--- src/rtl/vga_pkg.sv ---
// Shared constants and types for the VGA pattern generator.
//   H_ACTIVE / V_ACTIVE : visible raster size in pixels
//   BAR_W               : width of one colour bar
//   mode_e              : pattern selection (BARS, CHECKER, GRADIENT, BOX)
//   BAR_* / bar_color() : 1-bit-per-channel colours of the eight bars
package vga_pkg;

  localparam int H_ACTIVE = 640;
  localparam int V_ACTIVE = 480;
  localparam int BAR_W    = 80;

  typedef enum logic [1:0] {
    BARS     = 2'd0,
    CHECKER  = 2'd1,
    GRADIENT = 2'd2,
    BOX      = 2'd3
  } mode_e;

  // One bit per channel; expanded to the full channel width by the user.
  typedef struct packed {
    logic r;
    logic g;
    logic b;
  } bar_rgb_t;

  localparam bar_rgb_t BAR_WHITE   = 3'b111;
  localparam bar_rgb_t BAR_YELLOW  = 3'b110;
  localparam bar_rgb_t BAR_CYAN    = 3'b011;
  localparam bar_rgb_t BAR_GREEN   = 3'b010;
  localparam bar_rgb_t BAR_MAGENTA = 3'b101;
  localparam bar_rgb_t BAR_RED     = 3'b100;
  localparam bar_rgb_t BAR_BLUE    = 3'b001;
  localparam bar_rgb_t BAR_BLACK   = 3'b000;

  // Colour of bar number idx, counted from the left edge.
  function automatic bar_rgb_t bar_color(input logic [2:0] idx);
    bar_color = BAR_BLACK;
    case (idx)
      3'd0: bar_color = BAR_WHITE;
      3'd1: bar_color = BAR_YELLOW;
      3'd2: bar_color = BAR_CYAN;
      3'd3: bar_color = BAR_GREEN;
      3'd4: bar_color = BAR_MAGENTA;
      3'd5: bar_color = BAR_RED;
      3'd6: bar_color = BAR_BLUE;
      default: bar_color = BAR_BLACK;
    endcase
  endfunction

endpackage

--- src/rtl/vga_pattern_gen_if.sv ---
// Video bus between a VGA timing controller (master) and the pattern
// generator (slave).
//   h_sync_in, v_sync_in   : controller syncs, active-low
//   display_enable         : high in the visible region
//   x_count, y_count       : current pixel coordinates
//   h_sync, v_sync         : syncs delayed to line up with the colour
//   red, green, blue       : pixel colour, COLOR_W bits per channel
//   mode, frame_count      : active pattern and frames since reset
interface vga_pattern_gen_if #(parameter int COLOR_W = 4);

  logic               h_sync_in;
  logic               v_sync_in;
  logic               display_enable;
  logic [9:0]         x_count;
  logic [9:0]         y_count;
  logic               h_sync;
  logic               v_sync;
  logic [COLOR_W-1:0] red;
  logic [COLOR_W-1:0] green;
  logic [COLOR_W-1:0] blue;
  logic [1:0]         mode;
  logic [7:0]         frame_count;

  modport master (
    output h_sync_in, v_sync_in, display_enable, x_count, y_count,
    input  h_sync, v_sync, red, green, blue, mode, frame_count
  );

  modport slave (
    input  h_sync_in, v_sync_in, display_enable, x_count, y_count,
    output h_sync, v_sync, red, green, blue, mode, frame_count
  );

endinterface

--- src/rtl/vga_btn_sync.sv ---
// Two-flop synchroniser for an asynchronous pushbutton plus a one-cycle
// rising-edge pulse on the synchronised level.
//   clk       : pixel clock
//   reset     : asynchronous, active-low
//   btn_async : raw button level
//   btn_rise  : high for one cycle after each synchronised 0->1 transition
module vga_btn_sync (
  input  logic clk,
  input  logic reset,
  input  logic btn_async,
  output logic btn_rise
);

  logic btn_meta;
  logic btn_sync;
  logic btn_prev;

  // NOTE: sequential state uses non-blocking assignments so every flop
  // samples the pre-edge value of its source, giving a true shift chain.
  always_ff @(posedge clk or negedge reset) begin
    if (!reset) begin
      btn_meta <= 1'b0;
      btn_sync <= 1'b0;
      btn_prev <= 1'b0;
    end else begin
      btn_meta <= btn_async;
      btn_sync <= btn_meta;
      btn_prev <= btn_sync;
    end
  end

  assign btn_rise = btn_sync & ~btn_prev;

endmodule

--- src/rtl/vga_pattern_gen.sv ---
// VGA test-pattern generator. Picks a colour for each incoming pixel from
// one of four patterns, blanks it outside the visible region, and re-times
// syncs and colour through a matched two-stage pipeline.
//   clk      : 25 MHz pixel clock
//   reset    : asynchronous, active-low
//   mode_btn : asynchronous pushbutton; each press advances the pattern at
//              the next frame start
//   vga      : video bus (slave side), see vga_pattern_gen_if
module vga_pattern_gen
  import vga_pkg::*;
#(
  parameter int COLOR_W  = 4,
  parameter int BOX_SIZE = 32
) (
  input  logic             clk,
  input  logic             reset,
  input  logic             mode_btn,
  vga_pattern_gen_if.slave vga
);

  localparam logic [9:0]         BOX_X_MAX = 10'(H_ACTIVE - BOX_SIZE);
  localparam logic [9:0]         BOX_Y_MAX = 10'(V_ACTIVE - BOX_SIZE);
  localparam logic [10:0]        BOX_SPAN  = 11'(BOX_SIZE);
  localparam logic [COLOR_W-1:0] C_FULL    = '1;
  localparam logic [COLOR_W-1:0] C_HALF    = COLOR_W'(1 << (COLOR_W - 1));

  // ---------------------------------------------------------------------
  // Frame-rate control: frame counter, mode selection, bouncing box
  // ---------------------------------------------------------------------
  logic       btn_rise;
  logic       vs_prev;
  logic       frame_start;
  logic       pending;
  logic [1:0] mode_q;
  logic [7:0] frame_cnt;
  logic [9:0] box_x, box_y;
  logic [9:0] next_x, next_y;
  logic       dir_x, dir_y;   // 1 = moving towards larger coordinates

  vga_btn_sync u_btn_sync (
    .clk       (clk),
    .reset     (reset),
    .btn_async (mode_btn),
    .btn_rise  (btn_rise)
  );

  assign frame_start = vs_prev & ~vga.v_sync_in;
  assign next_x      = dir_x ? box_x + 10'd1 : box_x - 10'd1;
  assign next_y      = dir_y ? box_y + 10'd1 : box_y - 10'd1;

  always_ff @(posedge clk or negedge reset) begin
    if (!reset) begin
      vs_prev   <= 1'b1;
      pending   <= 1'b0;
      mode_q    <= BARS;
      frame_cnt <= 8'd0;
      box_x     <= 10'd0;
      box_y     <= 10'd0;
      dir_x     <= 1'b1;
      dir_y     <= 1'b1;
    end else begin
      vs_prev <= vga.v_sync_in;
      // A press seen on the frame-start cycle itself survives the clear.
      pending <= btn_rise | (pending & ~frame_start);
      if (frame_start) begin
        frame_cnt <= frame_cnt + 8'd1;
        if (pending) mode_q <= mode_q + 2'd1;
        box_x <= next_x;
        box_y <= next_y;
        // Turn around on the same frame the box touches a wall.
        if (next_x == 10'd0 || next_x == BOX_X_MAX) dir_x <= ~dir_x;
        if (next_y == 10'd0 || next_y == BOX_Y_MAX) dir_y <= ~dir_y;
      end
    end
  end

  // ---------------------------------------------------------------------
  // Pattern selection (feeds pipeline stage 1)
  // ---------------------------------------------------------------------
  logic [COLOR_W-1:0] pix_r, pix_g, pix_b;
  bar_rgb_t           bar;
  logic               in_box;

  // NOTE: every output of this block is given a default first, so no
  // branch can leave a value unassigned and infer a latch.
  always_comb begin
    pix_r  = '0;
    pix_g  = '0;
    pix_b  = '0;
    bar    = bar_color(3'(vga.x_count / 10'(BAR_W)));
    in_box = ({1'b0, vga.x_count} >= {1'b0, box_x}) &&
             ({1'b0, vga.x_count} <  ({1'b0, box_x} + BOX_SPAN)) &&
             ({1'b0, vga.y_count} >= {1'b0, box_y}) &&
             ({1'b0, vga.y_count} <  ({1'b0, box_y} + BOX_SPAN));
    case (mode_e'(mode_q))
      BARS: begin
        if (vga.x_count < 10'(H_ACTIVE)) begin
          pix_r = {COLOR_W{bar.r}};
          pix_g = {COLOR_W{bar.g}};
          pix_b = {COLOR_W{bar.b}};
        end
      end
      CHECKER: begin
        if (vga.x_count[5] ^ vga.y_count[5]) begin
          pix_r = C_FULL;
          pix_g = C_FULL;
          pix_b = C_FULL;
        end
      end
      GRADIENT: begin
        pix_r = COLOR_W'(vga.x_count[9:6]);
        pix_g = COLOR_W'(vga.y_count[8:5]);
        pix_b = COLOR_W'(frame_cnt[3:0]);
      end
      BOX: begin
        if (in_box) begin
          pix_r = C_FULL;
          pix_g = C_FULL;
          pix_b = C_FULL;
        end else begin
          pix_b = C_HALF;
        end
      end
      default: ;
    endcase
  end

  // ---------------------------------------------------------------------
  // Stage 1 registers the chosen colour; stage 2 applies blanking. Syncs
  // ride the same two stages so nothing skews.
  // ---------------------------------------------------------------------
  logic [COLOR_W-1:0] s1_r, s1_g, s1_b;
  logic               s1_de, s1_hs, s1_vs;
  logic [COLOR_W-1:0] s2_r, s2_g, s2_b;
  logic               s2_hs, s2_vs;

  always_ff @(posedge clk or negedge reset) begin
    if (!reset) begin
      s1_r  <= '0;
      s1_g  <= '0;
      s1_b  <= '0;
      s1_de <= 1'b0;
      s1_hs <= 1'b1;
      s1_vs <= 1'b1;
      s2_r  <= '0;
      s2_g  <= '0;
      s2_b  <= '0;
      s2_hs <= 1'b1;
      s2_vs <= 1'b1;
    end else begin
      s1_r  <= pix_r;
      s1_g  <= pix_g;
      s1_b  <= pix_b;
      s1_de <= vga.display_enable;
      s1_hs <= vga.h_sync_in;
      s1_vs <= vga.v_sync_in;
      s2_r  <= s1_de ? s1_r : '0;
      s2_g  <= s1_de ? s1_g : '0;
      s2_b  <= s1_de ? s1_b : '0;
      s2_hs <= s1_hs;
      s2_vs <= s1_vs;
    end
  end

  assign vga.red         = s2_r;
  assign vga.green       = s2_g;
  assign vga.blue        = s2_b;
  assign vga.h_sync      = s2_hs;
  assign vga.v_sync      = s2_vs;
  assign vga.mode        = mode_q;
  assign vga.frame_count = frame_cnt;

endmodule

--- src/flat_wrapper.sv ---
// flat-port wrapper written by rule: the top's interface ports become plain ports
module vga_pattern_gen_flat import vga_pkg::*;
#(
  parameter int COLOR_W  = 4,
  parameter int BOX_SIZE = 32
)
  (clk, reset, mode_btn, vga_h_sync_in, vga_v_sync_in, vga_display_enable, vga_x_count, vga_y_count, vga_h_sync, vga_v_sync, vga_red, vga_green, vga_blue, vga_mode, vga_frame_count);
  vga_pattern_gen_if #(.COLOR_W(COLOR_W)) vga_i ();
  input  logic clk;
  input  logic reset;
  input  logic mode_btn;
  input wire logic [$bits(vga_i.h_sync_in)-1:0] vga_h_sync_in;
  input wire logic [$bits(vga_i.v_sync_in)-1:0] vga_v_sync_in;
  input wire logic [$bits(vga_i.display_enable)-1:0] vga_display_enable;
  input wire logic [$bits(vga_i.x_count)-1:0] vga_x_count;
  input wire logic [$bits(vga_i.y_count)-1:0] vga_y_count;
  output wire logic [$bits(vga_i.h_sync)-1:0] vga_h_sync;
  output wire logic [$bits(vga_i.v_sync)-1:0] vga_v_sync;
  output wire logic [$bits(vga_i.red)-1:0] vga_red;
  output wire logic [$bits(vga_i.green)-1:0] vga_green;
  output wire logic [$bits(vga_i.blue)-1:0] vga_blue;
  output wire logic [$bits(vga_i.mode)-1:0] vga_mode;
  output wire logic [$bits(vga_i.frame_count)-1:0] vga_frame_count;
  assign vga_i.h_sync_in = vga_h_sync_in;
  assign vga_i.v_sync_in = vga_v_sync_in;
  assign vga_i.display_enable = vga_display_enable;
  assign vga_i.x_count = vga_x_count;
  assign vga_i.y_count = vga_y_count;
  assign vga_h_sync = vga_i.h_sync;
  assign vga_v_sync = vga_i.v_sync;
  assign vga_red = vga_i.red;
  assign vga_green = vga_i.green;
  assign vga_blue = vga_i.blue;
  assign vga_mode = vga_i.mode;
  assign vga_frame_count = vga_i.frame_count;
  vga_pattern_gen #(.COLOR_W(COLOR_W), .BOX_SIZE(BOX_SIZE)) u_core (.clk(clk), .reset(reset), .mode_btn(mode_btn), .vga(vga_i));
endmodule
--- config.mk ---
export PLATFORM = sky130hd
export DESIGN_NAME = vga_pattern_gen_flat
export DESIGN_NICKNAME = d
export VERILOG_FILES = /design/src/rtl/vga_pkg.sv /design/src/rtl/vga_pattern_gen_if.sv /design/src/rtl/vga_btn_sync.sv /design/src/rtl/vga_pattern_gen.sv /design/src/flat_wrapper.sv
export SDC_FILE = /design/constraint.sdc
export NUM_CORES = 1
export LEC_CHECK = 0
export CAP_MARGIN = 30
export CORE_MARGIN = 2
export CORE_UTILIZATION = 23
export DETAILED_ROUTE_END_ITERATION = 8
export GPL_ROUTABILITY_DRIVEN = 0
export HOLD_SLACK_MARGIN = 0.03
export PLACE_DENSITY = 0.44
export SLEW_MARGIN = 20
export SYNTH_ARGS = -nofsm -noshare
export SYNTH_HDL_FRONTEND = slang
export SYNTH_SLANG_ARGS = --single-unit
--- constraint.sdc ---
create_clock -name clk -period 2.7 [get_ports clk]
set_clock_uncertainty 0.2 [all_clocks]
set_input_delay 0.27 -clock clk [delete_from_list [all_inputs] [get_ports clk]]
set_output_delay 0.27 -clock clk [all_outputs]
set_load 0.05 [all_outputs]
== After elaboration in Yosys (flattened, before gate mapping) ==
Index checks and enable logic that the tools add are counted.
W data, S select, Z words.

* Register bits: 65
* Latch bits: 0
* Bits in writable memories: 0
* Bits in read-only memories: 0
* Input port bits: 26
* Memories: 0

* $add $sub $neg: 8
* Multipliers: 0
* Divide/modulo/power cells: 1
* Magnitude comparators: 5
* Eq/ne operators: 11
* Shift-type cells: 0
* Multiplexer cells: 15
* Bitwise operators: 10
* Reductions and logical operators: 12

{| class="wikitable"
|+ Operators with widths
! operator !! number
|-
| $pmux W4 S4 || 3
|-
| $mux W4 || 8
|-
| $add A10 B6 Y11 const B || 2
|-
| $lt A10 B11 Y1 || 2
|-
| $pmux W3 S7 || 1
|-
| $add A10 B1 Y10 const B || 2
|-
| $ge A10 B10 Y1 || 2
|-
| $logic_not A10 Y1 || 2
|-
| $mux W10 || 2
|-
| $sub A10 B1 Y10 const B || 2
|-
| $div A10 B7 Y10 const B || 1
|-
| $eq A10 B10 Y1 const B || 1
|-
| $eq A10 B9 Y1 const B || 1
|-
| $lt A10 B10 Y1 const B || 1
|-
| $eq A3 B3 Y1 const B || 3
|-
| $add A8 B1 Y8 const B || 1
|-
| $eq A3 B2 Y1 const B || 2
|-
| $reduce_and A2 Y1 || 3
|-
| $not A1 Y1 || 5
|-
| $eq A2 B2 Y1 const B || 2
|-
| $and A1 B1 Y1 || 3
|-
| $eq A3 B1 Y1 const B || 1
|-
| $logic_and A1 B1 Y1 || 3
|-
| $logic_not A3 Y1 || 1
|-
| 7 further kinds || 8
|}

== Logic depth before layout (Yosys ltp) ==
* Depth after elaboration: 7
* Depth in mapped cells: 11

== Cells and area by module ==
Synthesis repeated with hierarchy kept, for this count alone.

* Cells, all modules: 439
* Area, all modules: 4205.3 µm²

{| class="wikitable"
|+ Modules (own cells, without submodules)
! module !! instances !! cells each !! area each (µm²) !! sequential area each (µm²)
|-
| vga_pattern_gen || 1 || 435 || 4116.4 || 1559.0
|-
| vga_btn_sync || 1 || 4 || 88.8 || 75.1
|}

== Worst setup path after synthesis ==
OpenSTA, ideal clock, no wires.

* Path type: register -> register
* Start: register u_core.dir_x
* End: register u_core.dir_x
* Data arrival time: 2.634 ns
* Slack: -0.210 ns
* Stages on the path, launching flop included: 11
* Period minus slack after synthesis: 2.910 ns
* Cell sequence: dfstp_2 -> inv_1 -> ha_1 -> a21o_1 -> a41oi_2 -> nand3_2 -> a2111oi_2 -> a211oi_1 -> or3_1 -> a211oi_2 -> xnor2_1

* Longest elaborated chain between the ends: 4
* Elaborated cells on any way between the ends: 6
* Those cells by class: eq/ne: 1; mux: 1; bitwise: 1; reduce/logical: 3

{| class="wikitable"
|+ Ends and longest elaborated chain
! item !! line !! text
|-
| start, declared || vga_pattern_gen.sv:38 || <nowiki>logic dir_x, dir_y;</nowiki>
|-
| start signal, assigned || vga_pattern_gen.sv:71 || <nowiki>if (next_x == 10'd0 || next_x == BOX_X_MAX) dir_x <= ~dir_x;</nowiki>
|-
| $mux W10 || vga_pattern_gen.sv:48 || <nowiki>assign next_x = dir_x ? box_x + 10'd1 : box_x - 10'd1;</nowiki>
|-
| $eq A10 B10 Y1 / $logic_not A10 Y1 (equally long branches) || vga_pattern_gen.sv:71 ||
|-
| $logic_or A1 B1 Y1 || vga_pattern_gen.sv:71 ||
|-
| $reduce_and A2 Y1 (no line) || -- ||
|}

Parallel ways exist; a longest one is shown, timed or not.
A chain may end at the register's enable or synchronous reset.

== Worst setup path in the final report ==
Ends and elaborated chain as after synthesis.

==> metrics <==
status finished with violations; failing checks setup timing; proportion of layout cells with a drive suffix above 1 0.2308; max-cap viol count 0; CP max stage delay 0.55 ns; Routed Wire Length 10600 um; Combinational Power Share 0.609; Sw Share 0.4130; most numerous cell on the critical path a211oi_2; net switching power 3.193 mW; CTS clock-pin slew for the worst setup and hold paths 0.06 ns; routed wl met3 between 200 and 300 um; data required time of the critical path 2.76 ns; Post-Syn Area 4155 sq um; routed length on met2 5230 um; Yosys Warn Count 0; synthesized area per cell 9.686 sq um; WL met1 4882 um; post-synthesis async set-or-reset flop share 1.000; wire per inst 13.67 um; Die ar. 19160 sq um; top cell type's share of synthesized area 0.3553; ANT nets after route 0; Synth Flop Type dfrtp_1; DR vias about 3500; routed vias/inst 4.467; Overflow after GRT 0; Slew headroom 0.5620; overall power 7.730 mW; final setup violation count 1; DR pass1 iterations 4; post-synth top area cell dfrtp_1; #FFs+latches synth 65; Worst-Margin Slew 0.6570 ns; Cell Int Power ~4.5 mW; most common cell in the netlist dfrtp_1; EDFF count, synth 0; all-layer global routing usage 0.1134; P_leak 2.649 nW; Critical Path AT 2.94 ns; fin cells roughly 780; register area share after synthesis 0.3933; CTS tree done; CP max stage cell dfstp_2; Die Y about 140 um; first-pass GRT wire length 17430 um; die width 138.4 um; post-DP HPWL 7899 um; dpl cells roughly 750; Period minus WS final 2.879 ns; Peak supply drop 391.1 uV; Row Count 49; number of global-route vias before repair 3520; crit path max fanout 4; insertion delay of the later-clocked pin in the worst-skew pair 0.34 ns; Pins Over Slew Limit 0; Hold WC Path Type input pin to flop; largest net degree at the start of global routing 38; hold slack 0.1324 ns; cell chain of the critical path clkinvlp_4, buf_4, ha_4, a21o_1, nand2_1, nand3_2, a2111oi_4, a211oi_2, or3_1, a211oi_2, xnor2_1; RSZ-0062 raised after global routing true; initial antenna violation count 0; Mapped Nets 512; fmax 0.3474 GHz; I/O pin count 50; port bufs 49; synth unique cells 44; Worst Slack Setup Final -0.1789 ns; Layout Nets around 620; Root Buffer clkbuf_16; TritonCTS sink count 65; power density cells 1293 nW/um^2; Syn-to-layout area delta 43.87%; Critical Path Source Type flop; Top Layer Used met4; H-tree depth reported by CTS 3; Tcrit/Tclk final 1.066; Final Hold Vio Count 0; synth top area cells dfrtp_1 (36%), ha_1 (17%), xnor2_1 (5.9%); 1st-iter DRT viols 173; Setup CP Type flop to flop; starting density of the core 0.2329; Clock Path Buffers 2; core footprint approximately 18000 sq um; Num CTS Buffers 9; Mapped Cells 429; Seq pwr share 0.210; Commonest cells post-synth dfrtp_1 (59), ha_1 (55), nand2_1 (38); antenna cell count 0; Clock Power Share 0.180; DRC 0; CP Capture Type flop
-- sequential cells by signal (all words and copies together), names as in the netlist, 2 cells and up --
register / flops
u_core.vga.red: 4
u_core.vga.blue: 4
u_core.s1_b: 4
u_core.s1_g: 4
u_core.s1_r: 4
u_core.vga.green: 4
u_core.box_x: 10
u_core.box_y: 10
u_core.vga.frame_count: 8
u_core.vga.mode: 2
-- stage by stage --
stage / instance area, sq um / util / setup WS [ns] / TNS [ns]
finish: 5978 / 0.3351 / -0.1789 / -0.1789
global route: 5978 / 0.3351 / -0.3069 / -0.9262
CTS: 5808 / 0.3255 / -0.1874 / -0.2063
detailed placement: 5336 / 0.2991 / -0.2656 / -3.219
global placement: 5336 / 0.2991 / -0.2215 / -2.700
floorplan: 4222 / - / -0.1599 / -0.1845
-- what timing repair did --
action,CTS,global route
cloned,0,1
hold endpoints to repair,26,0
hold buffers,1,0
buffers inserted,5,7
endpoints found under the setup margin,14,18
gates resized for setup,14,27
pin swaps,9,21
-- worst paths after layout --
kind	from	cells after the start	slack (ns)	to
setup reg to reg	u_core.dir_x	11	-0.18	u_core.dir_x
hold / removal	vga_h_sync_in	1	0.13	u_core.s1_hs
setup / recovery	u_core.dir_x	11	-0.18	u_core.dir_x
min in group asynchronous	reset	2	0.31	u_core.vga.green[2]
max in group asynchronous	reset	3	1.29	u_core.dir_y
hold reg to reg	u_core.u_btn_sync.btn_meta	0	0.15	u_core.u_btn_sync.btn_sync
-- power by group through the flow --
stage / registers (mW) / clock network [mW] / logic, mW
global route: 1.69 / 1.47 / 5.22
floorplan: 1.91 / 0 / 2.33
global placement: 1.64 / 0 / 4.03
detailed placement: 1.65 / 0 / 4.13
finish: 1.63 / 1.39 / 4.71
CTS: 1.64 / 1.43 / 4.36
-- layer usage --
layer | vias to the layer above | GRT usage
met2 | 54 | 0.1899
met1 | 1642 | 0.1442
met4 | 0 | 0.04243
li1 | 1750 | -
met3 | 16 | 0.02355
met5 | - | 0
-- cell families (layout without fill, tap and decap cells) --
logic type	after synthesis	after routing	synth area share
adder cells (fa/ha/maj)	57	57	0.1752
flip-flops	65	65	0.3933
AO/OA/AOI/OAI	112	113	0.1737
XOR/XNOR	37	37	0.07799
multiplexers	3	3	0.007829
AND/OR/NAND/NOR	111	111	0.1322
buffers and inverters	44	160	0.03975
-- worst max-delay path, delay by kind of cell, from the launching register on --
| family | cells | cell delay, ns |
|---|---|---|
| AO/OA/AOI/OAI | 4 | 0.78 |
| XOR/XNOR | 1 | 0.15 |
| adder cells (fa/ha/maj) | 1 | 0.25 |
| buffers and inverters | 2 | 0.32 |
| flip-flops | 1 | 0.55 |
| AND/OR/NAND/NOR | 3 | 0.54 |
-- layout by cell type (no fill, tap or decap), types with 11 or more instances in the layout --
master,netlist,layout
a21o_1,11,11
a21oi_1,29,24
and2_1,17,17
nand2_1,38,37
nand3_1,15,15
ha_1,55,45
xnor2_1,28,24
clkdlybuf4s50_1,0,48
buf_4,0,59
inv_1,32,30
dfrtp_1,59,57
a31oi_1,12,12
nor2_1,15,15
o21ai_0,28,23
-- area by class of cell --
class | instances | area [sq um]
timing repair buffer | 112 | 980.9
multi-input combinational | 321 | 2596
sequential | 65 | 1637
clock inverter | 7 | 125.1
inverter | 32 | 127.6
fill | 1786 | 11860
tap | 229 | 286.5
clock buffer | 9 | 225.2
No activity file was read; power rests on OpenSTA's default activity.
==> RTL change 1 (config.mk and constraints unchanged) <==
`COLOR_W` is set to 4 in 3 places; all go to 5.
--- a/src/rtl/vga_pattern_gen_if.sv
+++ b/src/rtl/vga_pattern_gen_if.sv
@@ -6,7 +6,7 @@
 //   h_sync, v_sync         : syncs delayed to line up with the colour
 //   red, green, blue       : pixel colour, COLOR_W bits per channel
 //   mode, frame_count      : active pattern and frames since reset
-interface vga_pattern_gen_if #(parameter int COLOR_W = 4);
+interface vga_pattern_gen_if #(parameter int COLOR_W = 5);
 
   logic               h_sync_in;
   logic               v_sync_in;
--- a/src/rtl/vga_pattern_gen.sv
+++ b/src/rtl/vga_pattern_gen.sv
@@ -9,7 +9,7 @@
 module vga_pattern_gen
   import vga_pkg::*;
 #(
-  parameter int COLOR_W  = 4,
+  parameter int COLOR_W  = 5,
   parameter int BOX_SIZE = 32
 ) (
   input  logic             clk,
--- a/src/flat_wrapper.sv
+++ b/src/flat_wrapper.sv
@@ -1,7 +1,7 @@
 // flat-port wrapper written by rule: the top's interface ports become plain ports
 module vga_pattern_gen_flat import vga_pkg::*;
 #(
-  parameter int COLOR_W  = 4,
+  parameter int COLOR_W  = 5,
   parameter int BOX_SIZE = 32
 )
   (clk, reset, mode_btn, vga_h_sync_in, vga_v_sync_in, vga_display_enable, vga_x_count, vga_y_count, vga_h_sync, vga_v_sync, vga_red, vga_green, vga_blue, vga_mode, vga_frame_count);
Ports: changed (resized vga_blue, vga_green and vga_red); port bits go from 50 to 53. The function was not compared with the original's and may differ.
==> RTL change 1 against the original RTL <==
Final area grew 4.9%. Critical path depth decreased by 1. Via count up 0.58%. Power is 8.7% lower. Routed wire length is 1.7% lower. Worst setup slack better by 0.14 ns. Sequential share of layout area is 1.1 points higher. Synthesized area grew 7.3%. Combinational power shrank 14%. Die area rose by 7.1%. Largest power group unchanged. The run still ends with setup timing left. Sequential cell count increased by 6.
==> RTL change 1: results (changes against the original RTL) <==
INFO  power          power_leakage=0.00267uW [+0.94%]
INFO  synth          synth-adder-area-share=16.6% [-0.97 points]
INFO  power          power.ir.vdd_worst=303uV [-22%]
INFO  finish         proportion_of_cell_area_occupied_by_multi_input_gates=44.3% [+0.90 points]
INFO  sta            final_critical_path_setup_slack=-0.0344ns [+0.145 ns]
INFO  synth          post_synthesis_mean_instance_area=9.87um^2 [+1.9%]
INFO  finish         layout.clock.cell_area_share=5.27% [-0.59 points]
INFO  finish         buffers=99 [-12%]
INFO  global_route   grt_use_total=10.7% [-0.59 points]
INFO  synth          ys_top_cells_by_area=sky130_fd_sc_hd__dfrtp_1 (36%), sky130_fd_sc_hd__ha_1 (15%), sky130_fd_sc_hd__xnor2_1 (5.1%)
INFO  synth          synth-seq-area-share=40.0% [+0.69 points]
INFO  route          route.vias.total=3482 [+0.58%]
INFO  worst_setup_path cp.arrival=2.80ns [-0.14 ns]
INFO  route          drt_first_iter_violations=140 [-19%]
INFO  finish         nFillCells=1962 [+9.9%]
INFO  finish         area.share.sequential=28.5% [+1.1 points]
INFO  place          dp_hpwl=7.97mm [+0.84%]
INFO  finish         numSequentialCells=71 [+9.2%]
INFO  finish         nonClkBufAreaFrac=14.5% [-1.9 points]
INFO  finish         fin_nets=635 [+1.8%]
INFO  cts            setup_buffers_after_cts=2 [-3]
INFO  power          netSwitchingFraction=41.2% [-0.10 points]
INFO  place          dp_worst_setup_slack=-0.196ns [+0.0696 ns]
INFO  worst_setup_path crit_path_max_fanout=6 [+2]
INFO  sta            setup_total_negative_slack=-0.0346ns [+0.144 ns]
INFO  synth          synthTopCellsByCount=sky130_fd_sc_hd__dfrtp_1 (65), sky130_fd_sc_hd__ha_1 (55), sky130_fd_sc_hd__nand2_1 (40)
INFO  global_route   grt_max_degree=28 [-26%]
INFO  sta            setup-violations-final=2 [+1]
INFO  place          placement.io_buffers=52 [+6.1%]
INFO  route          detail_route.wirelength=10.4mm [-1.7%]
INFO  cts            resized_cells_post_cts=17 [+3]
INFO  synth          synth_compound_area_share=19.0% [+1.6 points]
INFO  worst_setup_path path_delay_family=flip-flops
INFO  synth          yosys.area_share.xor_xnor=7.44% [-0.36 points]
INFO  finish         layout-drive-gt1-share=22.3% [-0.81 points]
INFO  global_route   grt_pass1_wl=17.4mm [-0.40%]
INFO  sta            slew_at_the_pin_with_the_worst_max_slew_slack=0.575ns [-0.0822 ns]
INFO  worst_setup_path worst_path_max_delay_cell=sky130_fd_sc_hd__dfstp_2
INFO  finish         num-nonclk-inverters=36 [+13%]
INFO  finish         n_multi_input_combinational_cell=335 [+4.4%]
INFO  synth          synth_mux_area_share=0.730% [-0.053 points]
INFO  power          power.share.combinational=57.4% [-3.5 points]
INFO  outcome        violations_in_the_final_reports=setup timing
INFO  power          power-per-cell-area=1130nW/um^2 [-13%]
INFO  floorplan      design.core.area=18900um^2 [+5.9%]
INFO  place          postPlaceCellArea=5520um^2 [+3.4%]
INFO  outcome        status=complete, but fails checks
RTL change 1: cell count changes after synthesis, sizes merged, moves of 4 or more:
cell	before	now
a21boi	1	6
o21ai	28	35
dfrtp	59	65
a21o	11	5
nand3	16	10
o21a	2	7
o22ai	0	6
nor2	15	22
a211oi	9	5
nor3	2	8
a31oi	12	2
RTL change 1: final timing paths:
check / startpoint / end
max: u_core.dir_y / u_core.dir_y
min: vga_h_sync_in / u_core.s1_hs
max reg2reg: u_core.dir_y / u_core.dir_y
min reg2reg: u_core.u_btn_sync.btn_meta / u_core.u_btn_sync.btn_sync
max in group asynchronous: reset / u_core.vs_prev
min in group asynchronous: reset / u_core.vga.green[3]
RTL change 1: routing by layer:
metal	GRT usage (%)	up-vias	wire, um
li1	-	1780	-
met1	14.2	1629	4990
met2	17.1	61	4910
met3	2.21	12	343
met4	4.44	0	169
met5	0	-	0
==> RTL change 2 (same settings) <==
Without the edit above. Register the input `mode_btn` before use. The logic sees it one clock later. The other inputs are not delayed to match.
--- a/src/rtl/vga_pattern_gen.sv
+++ b/src/rtl/vga_pattern_gen.sv
@@ -24,6 +24,12 @@
   localparam logic [COLOR_W-1:0] C_FULL    = '1;
   localparam logic [COLOR_W-1:0] C_HALF    = COLOR_W'(1 << (COLOR_W - 1));
 
+  logic mode_btn_q;
+
+  always_ff @(posedge clk) begin
+    mode_btn_q <= mode_btn;
+  end
+
   // ---------------------------------------------------------------------
   // Frame-rate control: frame counter, mode selection, bouncing box
   // ---------------------------------------------------------------------
@@ -40,7 +46,7 @@
   vga_btn_sync u_btn_sync (
     .clk       (clk),
     .reset     (reset),
-    .btn_async (mode_btn),
+    .btn_async (mode_btn_q),
     .btn_rise  (btn_rise)
   );
 
Function: changed (Yosys sat finds a counterexample within 10 cycles, from zero or initial values and one cycle with reset low).
==> RTL change 2 against the original RTL <==
The run still ends with setup timing left. Hold slack worse by 0.0031 ns. Via count grew 5.3%. Synthesized area up 3.8%. Routed wire length rose by 5.1%. Final area up 4.0%. Sequential share of layout area shrank 0.77 points. Power shrank 20%. Sequential cell count increased by 1. Worst setup slack worse by 0.23 ns. Critical path type unchanged. Largest power group unchanged.
==> RTL change 2: results (changes against the original RTL) <==
INFO  outcome        status=complete, but fails checks
INFO  outcome        violations_in_the_final_reports=setup timing
INFO  synth          synth-adder-area-share=16.9% [-0.65 points]
INFO  global_route   global_route.usage.met1=14.6% [+0.17 points]
INFO  route          met2_wirelength=5.49mm [+4.9%]
INFO  finish         layout.clock.cell_area_share=4.75% [-1.1 points]
INFO  sta            slew_at_the_pin_with_the_worst_max_slew_slack=0.497ns [-0.160 ns]
INFO  route          route.vias.total=3646 [+5.3%]
INFO  global_route   grt_use_total=11.6% [+0.30 points]
INFO  global_route   grt_max_degree=36 [-5.3%]
INFO  route          drt_first_iter_violations=131 [-24%]
INFO  worst_setup_path worst_reg2reg_path_depth=10 [-1]
INFO  finish         num-nonclk-inverters=30 [-6.3%]
INFO  place          postPlaceCellArea=5620um^2 [+5.3%]
INFO  synth          synth_seq_cells=66 [+1.5%]
INFO  hold_path      hold_depth=0 [-1]
INFO  hold_path      min_delay_startpoint=u_core.mode_btn_q
INFO  synth          yosysUniqueCellTypes=55 [+25%]
INFO  sta            hold_slack=0.129ns [-0.00306 ns]
INFO  sta            setup_total_negative_slack=-2.25ns [-2.07 ns]
INFO  sta            final_critical_path_setup_slack=-0.405ns [-0.226 ns]
INFO  sta            setup-violations-final=13 [+12]
INFO  global_route   grt_pass1_wl=18.5mm [+6.2%]
INFO  route          detail_route.wirelength=11.1mm [+5.1%]
INFO  global_route   grt_pass1_vias=3725 [+5.8%]
INFO  synth          ys_top_cells_by_area=sky130_fd_sc_hd__dfrtp_1 (34%), sky130_fd_sc_hd__ha_1 (16%), sky130_fd_sc_hd__xnor2_1 (5.7%)
INFO  floorplan      number_of_cell_rows=50 [+2.0%]
INFO  finish         layout-drive-gt1-share=25.5% [+2.4 points]
INFO  global_route   grt_use_met2=19.9% [+0.95 points]
==> RTL change 2: cell count changes in the layout (fill, tap and decap cells not counted), sizes merged, moves of 3 or more <==
| cell | unedited run | this run |
|---|---|---|
| buf | 63 | 83 |
| a21oi | 29 | 24 |
| o21a | 2 | 5 |
| nand3 | 16 | 12 |
| o21ai | 28 | 34 |
| inv | 32 | 29 |
| nor4 | 0 | 3 |
| o21bai | 1 | 5 |
| a21o | 11 | 8 |
| a221oi | 0 | 3 |
| nor2 | 15 | 19 |
==> RTL change 2: report_power, final <==
group	total, uW	switching, uW	internal [uW]
registers	1520	236	1280
clock network	1190	476	717
logic	3460	1760	1700
==> RTL change 2: timing repair <==
| item | 4_1_cts | 5_1_grt |
|---|---|---|
| setup buffers | 1 | 8 |
| hold buffers | 1 | 0 |
| endpoints found under the hold margin | 17 | 0 |
| gates resized for setup | 5 | 36 |
| setup endpoints to repair | 15 | 19 |
| pin swaps | 4 | 17 |
| cloned | 1 | 0 |
==> RTL change 2: kinds of logic (layout without fill, tap and decap cells) <==
family                     count (synthesis)  after routing
xor gates and xnor gates                  38             38
DFF                                       66             66
and+or+nand+nor                          113            114
muxes                                      4              4
buffers and inverters                     42            178
adders and majority gates                 57             57
AOI/OAI and AO/OA                        124            124
==> RTL change 2: how the worst max path moves through the flow <==
stage / startpoint / endpoint / slack (ns) / cells past startpoint
floorplan: u_core.dir_x / u_core.dir_x / -0.18 / 9
global placement: vga_x_count[1] / u_core.s1_g[1] / -0.24 / 9
detailed placement: u_core.dir_x / u_core.dir_x / -0.31 / 9
CTS: u_core.dir_x / u_core.dir_x / -0.31 / 9
global route: u_core.dir_x / u_core.dir_x / -0.50 / 10
finish: u_core.dir_x / u_core.dir_x / -0.41 / 10
